## config.mk

```make
export PLATFORM = sky130hd
export DESIGN_NAME = oam_dma
export DESIGN_NICKNAME = d
export VERILOG_FILES = /design/src/rtl/nes_bus_pkg.sv /design/src/rtl/oam_dma.sv
export SDC_FILE = /design/constraint.sdc
export NUM_CORES = 1
export LEC_CHECK = 0
export CORE_ASPECT_RATIO = 1.5
export CORE_UTILIZATION = 35
export DETAILED_ROUTE_END_ITERATION = 10
export PLACE_DENSITY_LB_ADDON = 0.05
export SLEW_MARGIN = 0
export SYNTH_ARGS = -nofsm -noshare
export SYNTH_HDL_FRONTEND = slang
export SYNTH_SLANG_ARGS = --single-unit
```

## constraint.sdc

```tcl
create_clock -name i_clk -period 1.5 [get_ports i_clk]
set_clock_uncertainty 0.15 [all_clocks]
set_input_delay 0.3 -clock i_clk [delete_from_list [all_inputs] [get_ports i_clk]]
set_output_delay 0.3 -clock i_clk [all_outputs]
set_load 0.02 [all_outputs]
```

## src/rtl/nes_bus_pkg.sv

```systemverilog
`default_nettype none
// ============================================================================
// Module      : nes_bus_pkg
// Description : Shared CPU-bus definitions for the NES system: bus direction
//               encodings, well-known register addresses and the sprite DMA
//               state encoding, which doubles as the debug-port decode.
// Revision    : 1.0 - initial release
// ============================================================================
package nes_bus_pkg;

   // CPU bus direction
   localparam logic RW_READ  = 1'b1;
   localparam logic RW_WRITE = 1'b0;

   // Well-known register addresses
   localparam logic [15:0] ADDRESS_OAM_DMA  = 16'h4014;
   localparam logic [15:0] ADDRESS_OAM_DATA = 16'h2004;

   // Sprite DMA states; the numeric values appear on o_debug_state
   typedef enum logic [2:0] {
      DMA_IDLE  = 3'd0,
      DMA_HALT  = 3'd1,
      DMA_ALIGN = 3'd2,
      DMA_READ  = 3'd3,
      DMA_WRITE = 3'd4
   } dma_state_t;

endpackage : nes_bus_pkg
`default_nettype wire

```

## src/rtl/oam_dma.sv

```systemverilog
`default_nettype none
// ============================================================================
// Module      : oam_dma
// Description : Sprite DMA engine. Snoops CPU writes; a write of page P to the
//               DMA register halts the CPU and copies $PP00-$PPFF into OAMDATA
//               as alternating read/write bus cycles (513 or 514 halt cycles
//               depending on bus-cycle parity at the start of the transfer).
//               All state advances on the falling edge of i_clk so it lines up
//               with the CPU's bus phasing.
// Ports       : i_clk          system clock, one CPU bus cycle per clock
//               i_reset        synchronous, active-high reset
//               i_cpu_rw       CPU read/write (1 = read)
//               i_cpu_address  CPU address
//               i_cpu_data     CPU write data (page number on trigger)
//               i_bus_data     bus read data during DMA read cycles
//               o_cpu_halt     1 = CPU halted, DMA owns the bus
//               o_rw           DMA read/write
//               o_address      DMA address
//               o_data         DMA write data
//               o_debug_state  current state encoding
//               o_debug_count  current byte index
// Revision    : 1.0 - initial release
// ============================================================================
module oam_dma
   import nes_bus_pkg::*;
#(
   parameter logic [15:0] DMA_REG_ADDRESS  = ADDRESS_OAM_DMA,
   parameter logic [15:0] OAM_DATA_ADDRESS = ADDRESS_OAM_DATA
) (
   input  logic        i_clk,
   input  logic        i_reset,
   input  logic        i_cpu_rw,
   input  logic [15:0] i_cpu_address,
   input  logic [7:0]  i_cpu_data,
   input  logic [7:0]  i_bus_data,
   output logic        o_cpu_halt,
   output logic        o_rw,
   output logic [15:0] o_address,
   output logic [7:0]  o_data,
   output logic [2:0]  o_debug_state,
   output logic [7:0]  o_debug_count
);

   dma_state_t r_state;
   dma_state_t w_state_next;
   logic [7:0] r_page;
   logic [7:0] w_page_next;
   logic [7:0] r_count;
   logic [7:0] w_count_next;
   logic [7:0] r_data;
   logic [7:0] w_data_next;
   logic       r_parity;
   logic       w_trigger;

   assign w_trigger = (i_cpu_rw == RW_WRITE) && (i_cpu_address == DMA_REG_ADDRESS);

   always_ff @(negedge i_clk) begin
      if (i_reset) begin
         r_state  <= DMA_IDLE;
         r_page   <= 8'h00;
         r_count  <= 8'h00;
         r_data   <= 8'h00;
         r_parity <= 1'b0;
      end else begin
         r_state  <= w_state_next;
         r_page   <= w_page_next;
         r_count  <= w_count_next;
         r_data   <= w_data_next;
         r_parity <= ~r_parity;
      end
   end

   always_comb begin
      w_state_next = r_state;
      w_page_next  = r_page;
      w_count_next = r_count;
      w_data_next  = r_data;
      o_rw         = RW_READ;
      o_address    = 16'h0000;
      o_data       = 8'h00;

      case (r_state)
         DMA_IDLE: begin
            if (w_trigger) begin
               w_page_next  = i_cpu_data;
               w_count_next = 8'h00;
               w_state_next = DMA_HALT;
            end
         end
         DMA_HALT: begin
            // An odd cycle here needs one dummy cycle so reads land on the
            // correct bus phase.
            w_state_next = r_parity ? DMA_ALIGN : DMA_READ;
         end
         DMA_ALIGN: begin
            w_state_next = DMA_READ;
         end
         DMA_READ: begin
            // Low byte is the count alone: no carry ever reaches the page.
            o_address    = {r_page, r_count};
            w_data_next  = i_bus_data;
            w_state_next = DMA_WRITE;
         end
         DMA_WRITE: begin
            o_rw         = RW_WRITE;
            o_address    = OAM_DATA_ADDRESS;
            o_data       = r_data;
            w_count_next = r_count + 8'd1;
            w_state_next = (r_count == 8'hFF) ? DMA_IDLE : DMA_READ;
         end
         default: begin
            w_state_next = DMA_IDLE;
         end
      endcase
   end

   assign o_cpu_halt    = (r_state != DMA_IDLE);
   assign o_debug_state = r_state;
   assign o_debug_count = r_count;

endmodule : oam_dma
`default_nettype wire
```

==> out/results.txt <==
Core Area - 0.00375 mm^2
Crit-path max FO - 5
Worst-path clk slew - 0.07 ns
Mapped Area - 0.00140 mm^2
Setup CP Type - flop to output pin
Placed Cells - 304
Top delay family on crit path - simple AND/OR/NAND/NOR gates
Placer Congestion - 0.779
Area leader, netlist - dfxtp_1
Layout Cells excl Fill - 349
Number of global-route vias before repair - 1,924
Hold_sp - r_parity
Cells after synthesis - 173
Clock Path Buffers - 2
Top-count cell post-synth - dfxtp_1
Worst Setup Start Kind - flop
Pre-antenna DRT Iters - 4
Syn_nets - 209
DRC - 0
Filler instances - 238
Die ar. - 0.00427 mm^2
Detailed placement HPWL - 3340 um
CP peak stage delay - 0.39 ns
Port Buffers - 71
Min-Delay Path Class - flop to flop
Final wirelength - 5300 um
Worst-Skew Late Latency - 0.38 ns
Leakage power - 1.32 nW
DRT antenna net count - 0
Number of I/O pins - 72
Initial antenna violation count - 0
Starting Density - 37.4%
Netlist cell types - 32
Clk root buf - clkbuf_8
Max_cap viols - 0
CP max-delay cell - dfxtp_4
Worst Path Required - 1.05 ns
CTS Buf Count - 3
TritonCTS clock tree - yes
Hold Vio Cnt, Final - 0
Yosys warns - 0
Worst r2r path cells - 5
Nets@finish - 343
DR vias/cell - 5.28
Layout Area Growth over Synthesis - 114%
CP endpoint kind - output pin
Hold EP - r_parity
Worst VDD drop - 0.000534 V
TNS Setup - -42.25 ns
WP buf/inv - 2
Synth top area cells - dfxtp_1 (40%), and2_1 (11%), a21oi_1 (7.1%)
FF-to-FF End - o_debug_count[7]
Unrepaired setup endpoints after global routing - yes
Worst Setup Slack, final - -1.13 ns
Largest net degree at the start of global routing - 17
Avg Cell Area, Syn - 8.10 um^2
Violated checks - setup timing
CP arrival - 2.18 ns
Grt total ovfl - 0
Status - complete, but fails checks
Top cells by count, synth - dfxtp_1 (28), and2_1 (24), nand2_1 (23), a21oi_1 (20), nand4_1 (10)
Layout cells sized above 1 - 56.2%
Total track usage - 26.7%
Clock sink count - 28
Top cell type's share of synthesized area - 40.0%
Max transition margin - 55.4%
Hold buffer count at CTS - 0
Post-synth top flop - dfxtp_1
Crit path cell chain - nand2_4, nor2_4, buf_6, nand2_2, nand2_4, buf_6
DIE WIDTH - 53.7 um
#FFs+latches synth - 28
DR WL/cell - 15.2 um
Power per Cell Area - 702 mW/mm^2
H-tree Lvls - 1
Seq/Total Area, Yosys - 40.0%
First-pass GRT wire length - 8340 um
Reg2reg start - o_debug_state[0]
Final Slew Violations - 0
Via count - 1,841
Tightest Pin Transition - 0.667 ns
Placed Area - 0.00250 mm^2
# setup viols final - 55
Site row count - 27
Die H - 79.5 um
Post-synth ARST share - 0%
Fin area - 0.00299 mm^2
Hold Path Depth - 1
R2R Setup Slk - -0.41 ns
Ant. Diodes - 0
PnR Total Power - 2.10 mW
Post-synth EDFFs - 0
Worst hold margin - 0.291 ns
Initial drt markers - 36
cell type report:
type / instances / area (um^2) / area share [%]
Timing Repair Buffer: 110 / 1080 / 36.1
Clock buffer: 3 / 41.3 / 1.38
Multi-Input combinational cell: 135 / 1100 / 36.6
Tap cell: 43 / 53.8 / 1.80
Sequential cell: 28 / 602 / 20.1
Clock inverter: 29 / 111 / 3.72
Inverter: 1 / 6.26 / 0.209
worst register-to-register path: cells and delay by family (launching register included):
family	cells	cell delay, ns
DFF	1	0.37
and+or+nand+nor	3	0.82
buffers and inverters	2	0.42
metrics by stage:
stage | util [%] | setup WS, ns
floorplan | - | -0.766
global placement | 66.6 | -1.18
detailed placement | 66.6 | -1.25
CTS | 77.5 | -1.09
global route | 79.8 | -1.18
finish | 79.8 | -1.13
layer usage:
metal | share of wire, % | up-vias | routed length, um | track usage (%)
met5 | 0 | - | 0 | 0
met4 | 3.0 | 0 | 157 | 14.7
met3 | 4.2 | 12 | 225 | 5.52
met2 | 60 | 72 | 3150 | 51.4
met1 | 33 | 876 | 1760 | 23.6
li1 | - | 881 | - | -
repair_timing:
action / 4_1_cts / 5_1_grt
endpoints found under the setup margin: 65 / 55
pin swaps: 67 / 15
buffers inserted: 4 / 6
gates cloned: 5 / 0
gates resized for setup: 354 / 14
state kept, by name, summed over array words and instances (netlist names):
name           cells
o_debug_count      8
r_data             8
r_page             8
o_debug_state      3
r_parity           1
logic make-up after synthesis:
kind of cell / after synthesis / synth area share, %
and+or+nand+nor: 92 / 37.9
AOI/OAI and AO/OA: 35 / 13.9
DFF: 28 / 40.0
buffers and inverters: 12 / 4.20
xor gates and xnor gates: 5 / 3.12
adders and majority gates: 1 / 0.893
layout by cell type (no fill, tap or decap), types with 3 or more instances in the layout:
cell             synthesis  final
o21ai_1                  1      6
a21oi_1                 20      9
o21ai_2                  0      4
nor3_2                   0      4
a21oi_2                  0     11
nand2_1                 23     18
inv_1                    1     28
nor2_1                   7      4
nand3_4                  0      6
dlygate4sd2_1            0     10
nor4b_4                  0      3
nand3_1                  7      3
dfxtp_4                  0     11
xor2_1                   5      5
dfxtp_1                 28     17
clkdlybuf4s50_1          0      8
buf_6                    1     58
buf_4                    1     24
buf_2                    2      5
nand4_1                 10     10
and2_4                   0     23
nand2_2                  0      3
clkbuf_8                 0      3
where the power goes:
part           total (mW)  switching, mW  internal (mW)
clock               0.767          0.478          0.288
sequential          0.797         0.0359          0.761
combinational       0.539          0.279          0.260
total                2.10          0.793           1.31
worst max path at each step:
stage	depth (start not counted)	slack (ns)	endpoint	from
6_report	6	-1.13	o_address[13]	o_debug_state[0]
5_1_grt	6	-1.18	o_address[13]	o_debug_state[0]
4_1_cts	5	-1.09	o_address[9]	o_debug_state[0]
3_5_place_dp	6	-1.25	r_page[1]	i_cpu_address[8]
3_3_place_gp	6	-1.18	o_debug_count[1]	i_cpu_address[8]
2_1_floorplan	3	-0.77	o_data[0]	o_debug_state[2]
Power figures use the tool's default switching activity.
